## src/rtl/fb_write_responder_if.sv

```systemverilog
// fb_write_responder_if: draw-source write handshake between the draw units
// and the frame-buffer write responder.
// The master modport is the draw-source side and drives pixels.
// The slave modport is the responder side, which selects a source and
// signals when it is accepting pixels.

interface fb_write_responder_if #(
    parameter int SEL_W       = 2,
    parameter int COLOR_DEPTH = 9
);
    logic                   write_active;
    logic [COLOR_DEPTH-1:0] write_color_data;
    logic                   write_transparent;
    logic [31:0]            write_x_addr;
    logic [31:0]            write_y_addr;
    logic [SEL_W-1:0]       write_source_sel;
    logic                   write_awaited;

    modport master (
        output write_active,
        output write_color_data,
        output write_transparent,
        output write_x_addr,
        output write_y_addr,
        input  write_source_sel,
        input  write_awaited
    );

    modport slave (
        input  write_active,
        input  write_color_data,
        input  write_transparent,
        input  write_x_addr,
        input  write_y_addr,
        output write_source_sel,
        output write_awaited
    );
endinterface

```

## src/rtl/fb_write_responder.sv

```systemverilog
// fb_write_responder: frame-buffer side of the draw-source write protocol.
// Once per frame it polls sources 0..MAX_WRITE_SOURCE in order.
// Opaque, in-bounds pixels are committed to the back bank of a double-buffered
// pixel RAM. The banks swap on the first frame pulse after every source has
// finished.
// Build option: define FB_WRITE_TIMEOUT_EN to add a per-source watchdog. The
// watchdog force-finishes a source after TIMEOUT_CYCLES service cycles and
// pulses timeout_pulse. Without it, timeout_pulse is tied low.

module fb_write_responder #(
    parameter int MAX_WRITE_SOURCE = 2,
    parameter int SEL_W            = 2,
    parameter int COLOR_DEPTH      = 9,
    parameter int WIDTH            = 640,
    parameter int HEIGHT           = 480,
    parameter int ADDR_W           = 19,
    parameter int SRC_START_CYCLES = 2,
    parameter int TIMEOUT_CYCLES   = 400000
) (
    input  logic                       clk,
    input  logic                       reset,
    input  logic                       frame,
    fb_write_responder_if.slave        src,
    output logic                       fb_we,
    output logic [ADDR_W-1:0]          fb_waddr,
    output logic [COLOR_DEPTH-1:0]     fb_wdata,
    output logic                       fb_wbank,
    output logic                       front_bank,
    output logic                       draw_busy,
    output logic                       overrun,
    output logic                       timeout_pulse
);

    // A source needs at least one settle cycle, and its id must fit the select.
    if (SRC_START_CYCLES < 1 || TIMEOUT_CYCLES < 1 ||
        MAX_WRITE_SOURCE >= (1 << SEL_W)) begin : g_bad_params
        $error("fb_write_responder: invalid parameter set");
    end

    typedef enum logic [1:0] {
        IDLE    = 2'd0,
        SELECT  = 2'd1,
        SERVICE = 2'd2,
        DONE    = 2'd3
    } state_t;

    localparam int                 SC_W     = $clog2(SRC_START_CYCLES + 1);
    localparam logic [SC_W-1:0]    SC_LAST  = SC_W'(SRC_START_CYCLES - 1);
    localparam logic [SEL_W-1:0]   SEL_LAST = SEL_W'(MAX_WRITE_SOURCE);
    localparam logic [ADDR_W-1:0]  WIDTH_A  = ADDR_W'(WIDTH);
    localparam logic [31:0]        WIDTH_32 = 32'(WIDTH);
    localparam logic [31:0]        HEIGHT_32 = 32'(HEIGHT);

    state_t                 state_q, state_d;
    logic [SEL_W-1:0]       sel_q, sel_d;
    logic [SC_W-1:0]        scnt_q, scnt_d;
    logic                   front_q, front_d;
    logic                   wbank_q, wbank_d;
    logic                   overrun_q, overrun_d;
    logic                   we_q, we_d;
    logic [ADDR_W-1:0]      waddr_q, waddr_d;
    logic [COLOR_DEPTH-1:0] wdata_q, wdata_d;

    logic                   accept;
    logic                   inBounds;
    logic                   srcDone;
    logic                   toutHit;
    logic [ADDR_W-1:0]      pixAddr;

    assign accept   = (state_q == SERVICE) & src.write_active;
    assign inBounds = (src.write_x_addr < WIDTH_32) && (src.write_y_addr < HEIGHT_32);
    assign pixAddr  = src.write_y_addr[ADDR_W-1:0] * WIDTH_A + src.write_x_addr[ADDR_W-1:0];
    assign srcDone  = ~src.write_active | toutHit;

`ifdef FB_WRITE_TIMEOUT_EN
    localparam int              TC_W    = $clog2(TIMEOUT_CYCLES + 1);
    localparam logic [TC_W-1:0] TC_LAST = TC_W'(TIMEOUT_CYCLES - 1);

    logic [TC_W-1:0] tcnt_q, tcnt_d;
    logic            tpulse_q, tpulse_d;

    // Watchdog counts service cycles of the current source and restarts outside SERVICE.
    always_comb begin
        tcnt_d   = '0;
        tpulse_d = 1'b0;
        toutHit  = (state_q == SERVICE) && (tcnt_q == TC_LAST);
        if (state_q == SERVICE && !toutHit) begin
            tcnt_d = tcnt_q + TC_W'(1);
        end
        if (toutHit && src.write_active) begin
            tpulse_d = 1'b1;
        end
    end

    // Watchdog registers.
    always_ff @(posedge clk or posedge reset) begin
        if (reset) begin
            tcnt_q   <= '0;
            tpulse_q <= 1'b0;
        end else begin
            tcnt_q   <= tcnt_d;
            tpulse_q <= tpulse_d;
        end
    end

    assign timeout_pulse = tpulse_q;
`else
    assign toutHit       = 1'b0;
    assign timeout_pulse = 1'b0;
`endif

    // Pass sequencing: poll each source in turn, then swap banks on the next frame.
    always_comb begin
        state_d   = state_q;
        sel_d     = sel_q;
        scnt_d    = scnt_q;
        front_d   = front_q;
        wbank_d   = wbank_q;
        overrun_d = 1'b0;
        case (state_q)
            IDLE: begin
                if (frame) begin
                    sel_d   = '0;
                    scnt_d  = '0;
                    state_d = SELECT;
                end
            end
            SELECT: begin
                overrun_d = frame;
                if (scnt_q == SC_LAST) begin
                    state_d = SERVICE;
                end else begin
                    scnt_d = scnt_q + SC_W'(1);
                end
            end
            SERVICE: begin
                overrun_d = frame;
                if (srcDone) begin
                    if (sel_q == SEL_LAST) begin
                        state_d = DONE;
                    end else begin
                        sel_d   = sel_q + SEL_W'(1);
                        scnt_d  = '0;
                        state_d = SELECT;
                    end
                end
            end
            DONE: begin
                if (frame) begin
                    front_d = ~front_q;
                    wbank_d = ~wbank_q;
                    sel_d   = '0;
                    scnt_d  = '0;
                    state_d = SELECT;
                end
            end
            default: begin
                state_d = IDLE;
            end
        endcase
    end

    // Commit path: an accepted pixel reaches the RAM port one cycle later unless it is dropped.
    always_comb begin
        we_d    = accept & ~src.write_transparent & inBounds;
        waddr_d = waddr_q;
        wdata_d = wdata_q;
        if (we_d) begin
            waddr_d = pixAddr;
            wdata_d = src.write_color_data;
        end
    end

    // State, bank and commit registers.
    always_ff @(posedge clk or posedge reset) begin
        if (reset) begin
            state_q   <= IDLE;
            sel_q     <= '0;
            scnt_q    <= '0;
            front_q   <= 1'b0;
            wbank_q   <= 1'b1;
            overrun_q <= 1'b0;
            we_q      <= 1'b0;
            waddr_q   <= '0;
            wdata_q   <= '0;
        end else begin
            state_q   <= state_d;
            sel_q     <= sel_d;
            scnt_q    <= scnt_d;
            front_q   <= front_d;
            wbank_q   <= wbank_d;
            overrun_q <= overrun_d;
            we_q      <= we_d;
            waddr_q   <= waddr_d;
            wdata_q   <= wdata_d;
        end
    end

    assign src.write_source_sel = sel_q;
    assign src.write_awaited    = (state_q == SERVICE);
    assign draw_busy            = (state_q == SELECT) || (state_q == SERVICE);
    assign overrun              = overrun_q;
    assign front_bank           = front_q;
    assign fb_wbank             = wbank_q;
    assign fb_we                = we_q;
    assign fb_waddr             = waddr_q;
    assign fb_wdata             = wdata_q;

endmodule

```

## src/flat_wrapper.sv

```systemverilog
// flat-port wrapper written by rule: the top's interface ports become plain ports
module fb_write_responder_flat 
#(
    parameter int MAX_WRITE_SOURCE = 2,
    parameter int SEL_W            = 2,
    parameter int COLOR_DEPTH      = 9,
    parameter int WIDTH            = 640,
    parameter int HEIGHT           = 480,
    parameter int ADDR_W           = 19,
    parameter int SRC_START_CYCLES = 2,
    parameter int TIMEOUT_CYCLES   = 400000
)
  (clk, reset, frame, fb_we, fb_waddr, fb_wdata, fb_wbank, front_bank, draw_busy, overrun, timeout_pulse, src_write_active, src_write_color_data, src_write_transparent, src_write_x_addr, src_write_y_addr, src_write_source_sel, src_write_awaited);
  fb_write_responder_if #(.SEL_W(SEL_W), .COLOR_DEPTH(COLOR_DEPTH)) src_i ();
  input  logic clk;
  input  logic reset;
  input  logic frame;
  output logic fb_we;
  output logic [ADDR_W-1:0] fb_waddr;
  output logic [COLOR_DEPTH-1:0] fb_wdata;
  output logic fb_wbank;
  output logic front_bank;
  output logic draw_busy;
  output logic overrun;
  output logic timeout_pulse;
  input wire logic [$bits(src_i.write_active)-1:0] src_write_active;
  input wire logic [$bits(src_i.write_color_data)-1:0] src_write_color_data;
  input wire logic [$bits(src_i.write_transparent)-1:0] src_write_transparent;
  input wire logic [$bits(src_i.write_x_addr)-1:0] src_write_x_addr;
  input wire logic [$bits(src_i.write_y_addr)-1:0] src_write_y_addr;
  output wire logic [$bits(src_i.write_source_sel)-1:0] src_write_source_sel;
  output wire logic [$bits(src_i.write_awaited)-1:0] src_write_awaited;
  assign src_i.write_active = src_write_active;
  assign src_i.write_color_data = src_write_color_data;
  assign src_i.write_transparent = src_write_transparent;
  assign src_i.write_x_addr = src_write_x_addr;
  assign src_i.write_y_addr = src_write_y_addr;
  assign src_write_source_sel = src_i.write_source_sel;
  assign src_write_awaited = src_i.write_awaited;
  fb_write_responder #(.MAX_WRITE_SOURCE(MAX_WRITE_SOURCE), .SEL_W(SEL_W), .COLOR_DEPTH(COLOR_DEPTH), .WIDTH(WIDTH), .HEIGHT(HEIGHT), .ADDR_W(ADDR_W), .SRC_START_CYCLES(SRC_START_CYCLES), .TIMEOUT_CYCLES(TIMEOUT_CYCLES)) u_core (.clk(clk), .reset(reset), .frame(frame), .src(src_i), .fb_we(fb_we), .fb_waddr(fb_waddr), .fb_wdata(fb_wdata), .fb_wbank(fb_wbank), .front_bank(front_bank), .draw_busy(draw_busy), .overrun(overrun), .timeout_pulse(timeout_pulse));
endmodule
```

## config.mk

```make
export PLATFORM = sky130hd
export DESIGN_NAME = fb_write_responder_flat
export DESIGN_NICKNAME = d
export VERILOG_FILES = /design/src/rtl/fb_write_responder_if.sv /design/src/rtl/fb_write_responder.sv /design/src/flat_wrapper.sv
export SDC_FILE = /design/constraint.sdc
export NUM_CORES = 1
export LEC_CHECK = 0
export BUFFER_PORTS_ARGS = -buffer_cell sky130_fd_sc_hd__clkbuf_2
export CORE_AREA = 5 5 92 94
export DETAILED_ROUTE_END_ITERATION = 7
export DIE_AREA = 0 0 97 99
export GPL_TIMING_DRIVEN = 0
export PLACE_DENSITY = 0.59
export SYNTH_ARGS = -nofsm -noshare
export SYNTH_HDL_FRONTEND = slang
export SYNTH_SLANG_ARGS = --single-unit
```

## constraint.sdc

```tcl
create_clock -name clk -period 2.5 [get_ports clk]
set_input_delay 0.375 -clock clk [delete_from_list [all_inputs] [get_ports clk]]
set_output_delay 0.375 -clock clk [all_outputs]
set_load 0.03 [all_outputs]
```

Word-level counts from Yosys, hierarchy flattened
Cells that the tools add are included.
- add/sub/neg operators: 3
- $mul: 1
- order comparisons: 2
- equality and inequality tests: 10
- multiplexer cells: 14
- bitwise gates (word level): 6
- reduce and logical (&&, ||, !) cells: 10
- operators by type and width (kind ; number):
    32-bit by 10-bit less-than comparator with 1-bit output (second input constant) ; 1
    32-bit by 9-bit less-than comparator with 1-bit output (second input constant) ; 1
    2-bit two-way mux ; 10
    19-bit adder ; 1
    19-bit by 3-bit multiplier with 12-bit output (second input constant) ; 1
    2-bit one-hot mux with 3 select lines ; 2
    4-bit AND reduction ; 2
    2-bit equality test (second input constant) ; 3
    2-bit inequality test (second input constant) ; 3
    2-bit by 1-bit adder with 2-bit output (second input constant) ; 2
    2-bit by 1-bit equality test with 1-bit output (second input constant) ; 2
    2-bit by 1-bit inequality test with 1-bit output (second input constant) ; 2
    2-bit one-hot mux with 2 select lines ; 1
    2-bit OR reduction ; 2
    1-bit AND ; 3
    1-bit NOT ; 3
    3-bit AND reduction ; 1
    2-bit zero test ; 1
    2-bit AND reduction ; 1
    2-bit nonzero test ; 1
    1-bit logical AND ; 1
    1-bit logical OR ; 1
    1-bit two-way mux ; 1
- bits in registers: 38
- bits of input ports: 78
- output and inout port bits: 37
- logic and storage cells: 55

Logic depth before layout (Yosys ltp)
Gate-level depths: netlist of the first run.
- depth in word-level cells: 4
- depth in mapped cells: 15

Worst setup path before layout of the first run
No wires, ideal clock.
- kind: input port to flip-flop
- start: input port src_write_y_addr[2]
- end: register u_core.waddr_q[18], in the netlist u_core.fb_waddr[18]
- setup time: 0.131 ns
- data arrival time: 2.870 ns
- data required time: 2.369 ns
- path slack: -0.501 ns
- stages: 14
- buffers on the path: 0
- cell sequence: ha_1 > ha_1 > a21o_1 > a21oi_1 > nor2b_1 > o21a_1 > o41a_1 > xor2_1 > ha_1 > or3_1 > o21ai_0 > a31oi_1 > nand4_1 > o221ai_2
- word-level cells in the longest chain between the ends: 3
- RTL lines (element ; RTL line ; text):
    start: declaration ; flat_wrapper.sv:30 ; input wire logic [$bits(src_i.write_y_addr)-1:0] src_write_y_addr;
    branches (longest 3 deep; another with 19-bit by 3-bit multiplier with 12-bit output) ; - ;
    end signal: assignment ; fb_write_responder.sv:194 ; waddr_q <= waddr_d;
    end: declaration ; fb_write_responder.sv:61 ; logic [ADDR_W-1:0] waddr_q, waddr_d;
Several ways; the timed one is not identified.
A chain may end at the register's enable or synchronous reset.

Worst setup path in the final report of the first run
- start: input port src_write_y_addr[2]
- end: register u_core.waddr_q[17], in the netlist u_core.fb_waddr[17]
Same word-level chain as after synthesis.

==> results of run 1 <==
## layer usage
| layer | vias up | GRT usage (%) | wire [µm] | part of all wire [%] |
|---|---|---|---|---|
| met2 | 57 | 25.64 | 3468 | 52 |
| met5 | - | 0 | 0 | 0 |
| met3 | 2 | 4.388 | 430 | 6.4 |
| li1 | 1176 | - | - | - |
| met1 | 1098 | 15.41 | 2763 | 41 |
| met4 | 0 | 1.620 | 8 | 0.12 |
## cell families after synthesis
logic type,Yosys count
AND/OR/NAND/NOR,59
adder cells (fa/ha/maj),37
XOR/XNOR,19
other,1
flip-flops,38
AO/OA/AOI/OAI,43
buffers and inverters,21
multiplexers,26
## synth_stat cells (2+ instances only)
master / number / share of area, %
nor2b_1: 6 / 1.4
buf_6: 3 / 1.3
o21ai_0: 12 / 2.3
xnor2_1: 16 / 5.3
dfrtp_1: 37 / 35
mux2_2: 23 / 9.9
inv_1: 17 / 2.4
o21a_1: 3 / 0.86
nor2_1: 13 / 1.9
ha_1: 35 / 17
nand2_1: 10 / 1.4
nor4_1: 10 / 2.4
nand3_1: 2 / 0.38
mux2_1: 2 / 0.86
or3_1: 2 / 0.48
nand4_1: 5 / 1.2
fa_1: 2 / 1.5
a21oi_1: 7 / 1.3
nor3_1: 3 / 0.57
and3_1: 2 / 0.48
a21o_1: 5 / 1.4
o2111ai_1: 3 / 1.0
nand2b_1: 2 / 0.48
xor2_1: 3 / 1.0
a31oi_1: 2 / 0.48
## sequential cells by signal, indices dropped and copies added (netlist names)
| name | count |
|---|---|
| u_core.src.write_source_sel | 2 |
| u_core.state_q | 2 |
| u_core.overrun | 1 |
| u_core.fb_waddr | 19 |
| u_core.fb_we | 1 |
| u_core.fb_wdata | 9 |
| u_core.scnt_q | 2 |
| u_core.fb_wbank | 1 |
| u_core.front_bank | 1 |
## metrics by stage
step	power, µW	TNS [ps]
5_1_grt	2824	-1213
2_1_floorplan	1520	-861.5
6_report	2625	-707.2
3_3_place_gp	1769	-6649
4_1_cts	2509	-789.2
3_5_place_dp	1793	-6968
## where the power goes
part           internal (µW)  switching [µW]
combinational            590             672
clock                    400             221
sequential               690            52.3
## final cells by class
type	count	area, µm²	share of cell area (%)
plain buffers	4	41.29	1.055
well taps	102	127.6	3.260
clock inverters	3	68.82	1.758
inverters	17	63.81	1.630
multi-input cells	185	1803	46.05
repair buffers	136	789.5	20.17
clock buffers	5	68.82	1.758
flip-flops and latches	38	952.2	24.32
## path summary, 6_finish.rpt
kind,startpoint,end,slack [ps],cells past startpoint
setup / recovery,src_write_y_addr[2],u_core.fb_waddr[17]$_DFFE_PP0P_,-230,14
hold / removal,reset,u_core.fb_wdata[0]$_DFFE_PP0P_,210,2
setup reg to reg,u_core.state_q[0]$_DFFE_PP0P_,u_core.fb_waddr[4]$_DFFE_PP0P_,110,8
hold reg to reg,u_core.front_bank$_DFFE_PP0P_,u_core.front_bank$_DFFE_PP0P_,480,1
max in group asynchronous,reset,u_core.fb_waddr[14]$_DFFE_PP0P_,1780,2
min in group clk,src_write_color_data[0],u_core.fb_wdata[0]$_DFFE_PP0P_,300,2
## critical path, cell delays in order
cell and delay [ps]:
buf_8 100, ha_4 240, ha_4 230, a21o_1 160
a21oi_2 160, nor2b_1 60, o21a_1 200, nor2_1 110
xnor2_1 160, ha_1 320, a21o_1 230, a221oi_4 280
o21a_1 180, o221ai_2 80
## timing repair
item	4_1_cts	5_1_grt
gates resized for setup	11	26
setup endpoints to repair	25	21
setup buffers	14	10
pin swaps	32	24
cloned	0	0
==> flow_summary.yaml, run 1 <==
timing:
  fin_crit_sh_pct: 109.3
  fmax_mhz: 365.9
  slew_headroom_pct: 47.69
  clock_skew_ps: 10.81
  setup_violations: 5
  holdWs_ps: 208.6
  setup_ws_ps: -232.8
  slew_viol_final: 0
  rsz0062_at_grt: "true"
  fin_crit_ps: 2733
  hold_viol: 0
  tightest_slew_ps: 783.4
synthesis:
  synthMuxAreaShare_pct: 11.13
  syn-num-nets: 359
  ys_seq_area_share_pct: 36.34
  synthCells: 244
  synthSimpleGateAreaFrac_pct: 12.46
  synth_compound_area_share_pct: 11.32
  yosysUniqueCellTypes: 44
  ys.flop_type: "dfrtp_1"
  synth_edf_count: 0
  synth_adder_area_share_pct: 18.24
  synth_area_mm2: 0.002620
  synth_top_family_by_area: "adder cells"
  ys_ff_latch: 38
  syn_avg_cell_area_um2: 10.74
  async_flop_share_pct: 100.0
  yosys_warnings: 0
  synth_xor_area_share_pct: 6.351
place:
  placed_cell_area_mm2: 0.003426
  dp.cells: 459
  place.port_buffers: 113
  preCtsSetupSlack_ps: -678.5
  gp_congestion: 0.7920
  hpwl_um: 5370
detailed_routing:
  via_per_inst: 4.761
  routedWlPerCell_um: 13.61
  drc: 0
  drt_wl_total_um: 6670
  antenna_left: 0
  drt_first_pass_iters: 4
  initialDrtViolationCount: 57
  vias: 2333
cells_and_area:
  fin_nets: 502
  n_fill_cell: 708
  utilization_pct: 51.74
  drive_gt1_share_pct: 53.61
  stdcell_area_mm2: 0.003915
  mostFrequentLayoutCells: "109 x clkbuf_2, 37 x dfrtp_1, 25 x ha_1"
  final_common_cell: "clkbuf_2"
  area_growth_pct: 49.43
  fin_cells: 490
  num_antenna_cells: 0
floorplanning:
  fp.dieArea_mm2: 0.009603
  initial_core_util_pct: 34.62
  die_y_um: 99
  core_region_area_mm2: 0.007567
  die_w_um: 97
  row_count: 32
  ios: 115
clock_network:
  clock-root-buffer: "clkbuf_8"
  cts_sinks: 38
  clkLatencyLatePin_ps: 290
  postCtsHoldBufs: 0
  cts_tree: "built"
  clk_pin_slew_ps: 80
  cts-buffers-inserted: 5
  cts_buffer_depth: 2
  cts_max_level: 2
global_route:
  grt_overflow: 0
  grt_max_degree: 39
  antenna_found_initial: 0
  grt_pass1_wl_um: 10870
  grt_pass1_vias: 2375
  track_usage_pct: 13.61
worst_setup_path:
  worstSetupStartpointType: "primary input"
  arrival_ps: 2890
  end_kind: "flop"
  path_class: "primary input to flop"
  required_ps: 2650
  worst-path-max-fanout: 4
status:
  status: "finished with violations"
  failed_checks: "setup timing"
power_and_ir_drop:
  irDropWorstVdd_mv: 0.8011
  power_density_mw_per_mm2: 670.5
  p_leak_uw: 0.002000
hold_path:
  min_path_type: "primary input to async pin"
job:
  max-cap-violations: 0
(Power assumes the default switching activity.)
==> run 2, diff against run 1 <==
Settings changed: MAX_ROUTING_LAYER set to met4.
==> flow_summary.yaml, run 2 (synthesis gave the netlist of run 1 again) <==
status:
  status: "finished with violations"
  failed_checks: "setup timing"
hold_path:
  min_path_type: "primary input to async pin"
cells_and_area:
  final_common_cell: "clkbuf_2"
  area_growth_pct: 49.43
  mostFrequentLayoutCells: "109 x clkbuf_2, 37 x dfrtp_1, 25 x ha_1"
  utilization_pct: 51.74
  drive_gt1_share_pct: 53.61
  n_fill_cell: 708
  stdcell_area_mm2: 0.003915
  largest_register_ffs: 19
  fin_nets: 502
  num_antenna_cells: 0
floorplanning:
  core_region_area_mm2: 0.007567
  row_count: 32
  ios: 115
  fp.dieArea_mm2: 0.009603
  die_y_um: 99
  die_w_um: 97
  initial_core_util_pct: 34.62
worst_setup_path:
  worst-path-max-fanout: 4
  arrival_ps: 2880
  startpoint: "src_write_y_addr[2]"
  path_class: "primary input to flop"
  worstSetupStartpointType: "primary input"
  reg2reg_setup_slack_ps: 120
  end_kind: "flop"
  required_ps: 2650
  r2r_start: "u_core.state_q[0]$_DFFE_PP0P_"
  reg2reg_to: "u_core.fb_wdata[1]$_DFFE_PP0P_"
  rr_worst_depth: 8
clock_network:
  clk_pin_slew_ps: 80
  cts_buffer_depth: 2
  cts_sinks: 38
  cts-buffers-inserted: 5
  cts_max_level: 2
  clkLatencyLatePin_ps: 290
  cts_tree: "built"
  clock-root-buffer: "clkbuf_8"
  postCtsHoldBufs: 0
detailed_routing:
  drt_first_pass_iters: 4
  drt_wl_total_um: 6696
  drc: 0
  routedWlPerCell_um: 13.67
  antenna_left: 0
  vias: 2325
  initialDrtViolationCount: 54
  via_per_inst: 4.745
global_route:
  track_usage_pct: 14.05
  grt_use_met1_pct: 15.63
  grt_max_degree: 39
  antenna_found_initial: 0
  gr-max-usage-layer: "met2"
  grt_util_met3_pct: 4.246
  grt_pass1_wl_um: 10880
  grt_overflow: 0
  grt_pass1_vias: 2372
  use_met2_pct: 25.58
timing:
  fmax_mhz: 366.0
  hold_viol: 0
  rsz0062_at_grt: "true"
  slew_viol_final: 0
  slew_headroom_pct: 47.02
  holdWs_ps: 216.1
  clock_skew_ps: 11.03
  tightest_slew_ps: 793.6
  fin_crit_ps: 2732
  fin_crit_sh_pct: 109.3
  setup_violations: 5
  setup_ws_ps: -231.9
power_and_ir_drop:
  irDropWorstVdd_mv: 0.8024
  p_leak_uw: 0.002000
  power_density_mw_per_mm2: 670.4
place:
  gp_congestion: 0.8032
  hpwl_um: 5370
  place.port_buffers: 113
  preCtsSetupSlack_ps: -678.5
  placed_cell_area_mm2: 0.003426
job:
  max-cap-violations: 0
run 2: cell counts in the layout (fill, tap and decap cells not counted):
No cell type changed its count.
run 2: per-stage QoR:
step,total power (µW),setup TNS (ps),instances
final,2625,-705.2,490
after global routing,2823,-1213,490
after CTS,2509,-789.2,480
after detailed placement,1793,-6968,459
after global placement,1769,-6649,459
after floorplan,1520,-861.5,244
run 2: where the power goes:
group          switching [µW]  total (µW)  leakage (µW)  internal, µW
combinational             673        1260       0.00143           590
clock                     220         620     0.0000683           400
sequential               51.9         742      0.000500           690
run 2: worst max path at each step:
stage               slack (ps)  cells after the start                         endpoint
global placement          -640                     15  u_core.fb_waddr[17]$_DFFE_PP0P_
floorplan                 -370                     14  u_core.fb_waddr[18]$_DFFE_PP0P_
finish                    -230                     14  u_core.fb_waddr[17]$_DFFE_PP0P_
CTS                       -210                     14  u_core.fb_waddr[17]$_DFFE_PP0P_
global route              -350                     14  u_core.fb_waddr[17]$_DFFE_PP0P_
detailed placement        -680                     15  u_core.fb_waddr[17]$_DFFE_PP0P_
run 2: layout make-up:
cell class	instances	area (µm²)	share of cell area, %
well taps	102	127.6	3.260
plain buffers	4	41.29	1.055
inverters	17	63.81	1.630
clock buffers	5	68.82	1.758
clock inverters	3	68.82	1.758
flip-flops and latches	38	952.2	24.32
repair buffers	136	789.5	20.17
multi-input cells	185	1803	46.05
run 2: routing by layer:
| metal | up-vias | part of all wire (%) |
|---|---|---|
| met3 | 2 | 6.1 |
| met1 | 1091 | 42 |
| li1 | 1176 | - |
| met5 | - | 0 |
| met2 | 56 | 52 |
| met4 | 0 | 0.15 |
run 2: worst max-delay path: stages:
cell and delay, ps:
buf_8 100, ha_4 240, ha_4 230, a21o_1 160, a21oi_2 160, nor2b_1 60, o21a_1 200, nor2_1 110
xnor2_1 160, ha_1 320, a21o_1 230, a221oi_4 280, o21a_1 180, o221ai_2 80
run 2: what timing repair did:
| action | CTS | global route |
|---|---|---|
| setup buffers | 14 | 10 |
| gates resized for setup | 11 | 26 |
| endpoints found under the setup margin | 25 | 21 |
| pin swaps | 32 | 24 |
==> run 3, diff against run 2 <==
Settings changed: CORE_AREA 5 5 92 94 to 5 5 97 99, DIE_AREA 0 0 97 99 to 0 0 102 104, PLACE_DENSITY 0.59 to 0.54.
==> flow_summary.yaml, run 3 (synthesis gave the netlist of run 1 again) <==
status:
  status: "finished with violations"
  failed_checks: "setup timing"
cells_and_area:
  largest_register_ffs: 19
  drive_gt1_share_pct: 54.29
  final_common_cell: "clkbuf_2"
  mostFrequentLayoutCells: "109 x clkbuf_2, 37 x dfrtp_1, 22 x ha_1"
  fin_cells: 493
  n_fill_cell: 802
  seqCellArea_um2: 952.2
  stdcell_area_mm2: 0.003956
  area_growth_pct: 51.00
  multi_input_area_mm2: 0.001858
  utilization_pct: 46.73
  fin_nets: 499
  num_antenna_cells: 0
clock_network:
  clock-root-buffer: "clkbuf_8"
  cts-buffers-inserted: 5
  clkLatencyLatePin_ps: 290
  cts_max_level: 2
  postCtsHoldBufs: 0
  cts_tree: "built"
  clk_pin_slew_ps: 80
  cts_buffer_depth: 2
  cts_sinks: 38
global_route:
  track_usage_pct: 13.15
  grt_pass1_wl_um: 11010
  use_met2_pct: 22.98
  gr-max-usage-layer: "met2"
  grt_overflow: 0
  grt_max_degree: 39
  antenna_found_initial: 0
  grt_util_met3_pct: 2.817
  grt_pass1_vias: 2374
  grt_use_met1_pct: 15.72
worst_setup_path:
  worst-path-max-fanout: 4
  required_ps: 2670
  slowest_stage: "ha_1"
  path_cells: "buf_8 > ha_4 > ha_4 > a21o_1 > a21oi_2 > nor2b_1 > o21a_1 > nor2_1 > xnor2_1 > ha_1 > a21o_1 > a221oi_4 > o21a_1 > o221ai_2"
  arrival_ps: 2900
  end_kind: "flop"
  worstSetupStartpointType: "primary input"
  path_class: "primary input to flop"
  cp_slowest_stage_delay_ps: 330
power_and_ir_drop:
  power_density_mw_per_mm2: 675.1
  p_leak_uw: 0.001995
  irDropWorstVdd_mv: 0.6214
  p_total_uw: 2671
timing:
  fin_crit_sh_pct: 109.6
  clock_skew_ps: 2.148
  slew_headroom_pct: 45.90
  fin_crit_ps: 2739
  hold_viol: 0
  setup_violations: 4
  fmax_mhz: 365.1
  setup_ws_ps: -239.1
  tightest_slew_ps: 810.4
  rsz0062_at_grt: "true"
  slew_viol_final: 0
detailed_routing:
  routedWlPerCell_um: 14.20
  antenna_left: 0
  drt_first_pass_iters: 4
  drc: 0
  initialDrtViolationCount: 40
  drt_wl_total_um: 7001
  vias: 2362
  via_per_inst: 4.791
floorplanning:
  die_w_um: 102
  row_count: 34
  initial_core_util_pct: 30.95
  core_region_area_mm2: 0.008466
  die_y_um: 104
  fp.dieArea_mm2: 0.01061
  ios: 115
place:
  hpwl_um: 5603
  place.port_buffers: 113
  gp_congestion: 0.7727
  placed_cell_area_mm2: 0.003433
  dp.cells: 465
  preCtsSetupSlack_ps: -673.4
job:
  max-cap-violations: 0
hold_path:
  min_path_type: "primary input to async pin"
[run 3: where the power goes]
| group | switching, µW | total (µW) | internal [µW] |
|---|---|---|---|
| Sequential | 53.1 | 743 | 690 |
| Combinational | 681 | 1280 | 598 |
| Clock | 222 | 648 | 426 |
| Total | 957 | 2670 | 1710 |
[run 3: area by class of cell]
| cell class | instances | share of cell area, % |
|---|---|---|
| Buffer | 4 | 1.044 |
| Multi-Input combinational cell | 185 | 46.96 |
| Sequential cell | 38 | 24.07 |
| Clock inverter | 2 | 1.518 |
| Tap cell | 108 | 3.416 |
| Clock buffer | 6 | 2.087 |
| Inverter | 17 | 1.613 |
| Timing Repair Buffer | 133 | 19.29 |
[run 3: through the flow]
stage	hold WS, ps	TNS, ps
after floorplan	463.1	-861.5
after global placement	461.8	-6854
after detailed placement	470.8	-6560
final	220.1	-725.9
after CTS	251.0	-751.0
after global routing	290.4	-1232
[run 3: path summary, 6_finish.rpt]
kind	cells past startpoint	to	from	slack (ps)
max	14	u_core.fb_waddr[17]$_DFFE_PP0P_	src_write_y_addr[4]	-240
min	2	u_core.fb_wdata[1]$_DFFE_PP0P_	reset	220
max reg2reg	8	u_core.fb_wdata[1]$_DFFE_PP0P_	u_core.state_q[0]$_DFFE_PP0P_	160
min reg2reg	1	u_core.front_bank$_DFFE_PP0P_	u_core.front_bank$_DFFE_PP0P_	480
max in group asynchronous	2	u_core.fb_waddr[0]$_DFFE_PP0P_	reset	1770
min in group clk	2	u_core.fb_waddr[6]$_DFFE_PP0P_	src_write_x_addr[6]	300
[run 3: what timing repair did]
action,CTS,global route
setup buffers,17,4
pin swaps,29,21
endpoints found under the hold margin,0,0
endpoints found under the setup margin,25,25
resized for setup,11,31
[run 3: worst max-delay path, delay by kind of cell]
family / cells / cell delay, ps
buffers and inverters: 1 / 100
and+or+nand+nor: 2 / 170
adders and majority gates: 3 / 790
xor gates and xnor gates: 1 / 170
AOI/OAI and AO/OA: 7 / 1300
[run 3: per-layer routing]
layer / part of all wire [%] / up-vias
met1: 42 / 1130
met5: 0 / -
met3: 6.0 / 3
met4: 0.49 / 0
li1: - / 1172
met2: 51 / 57
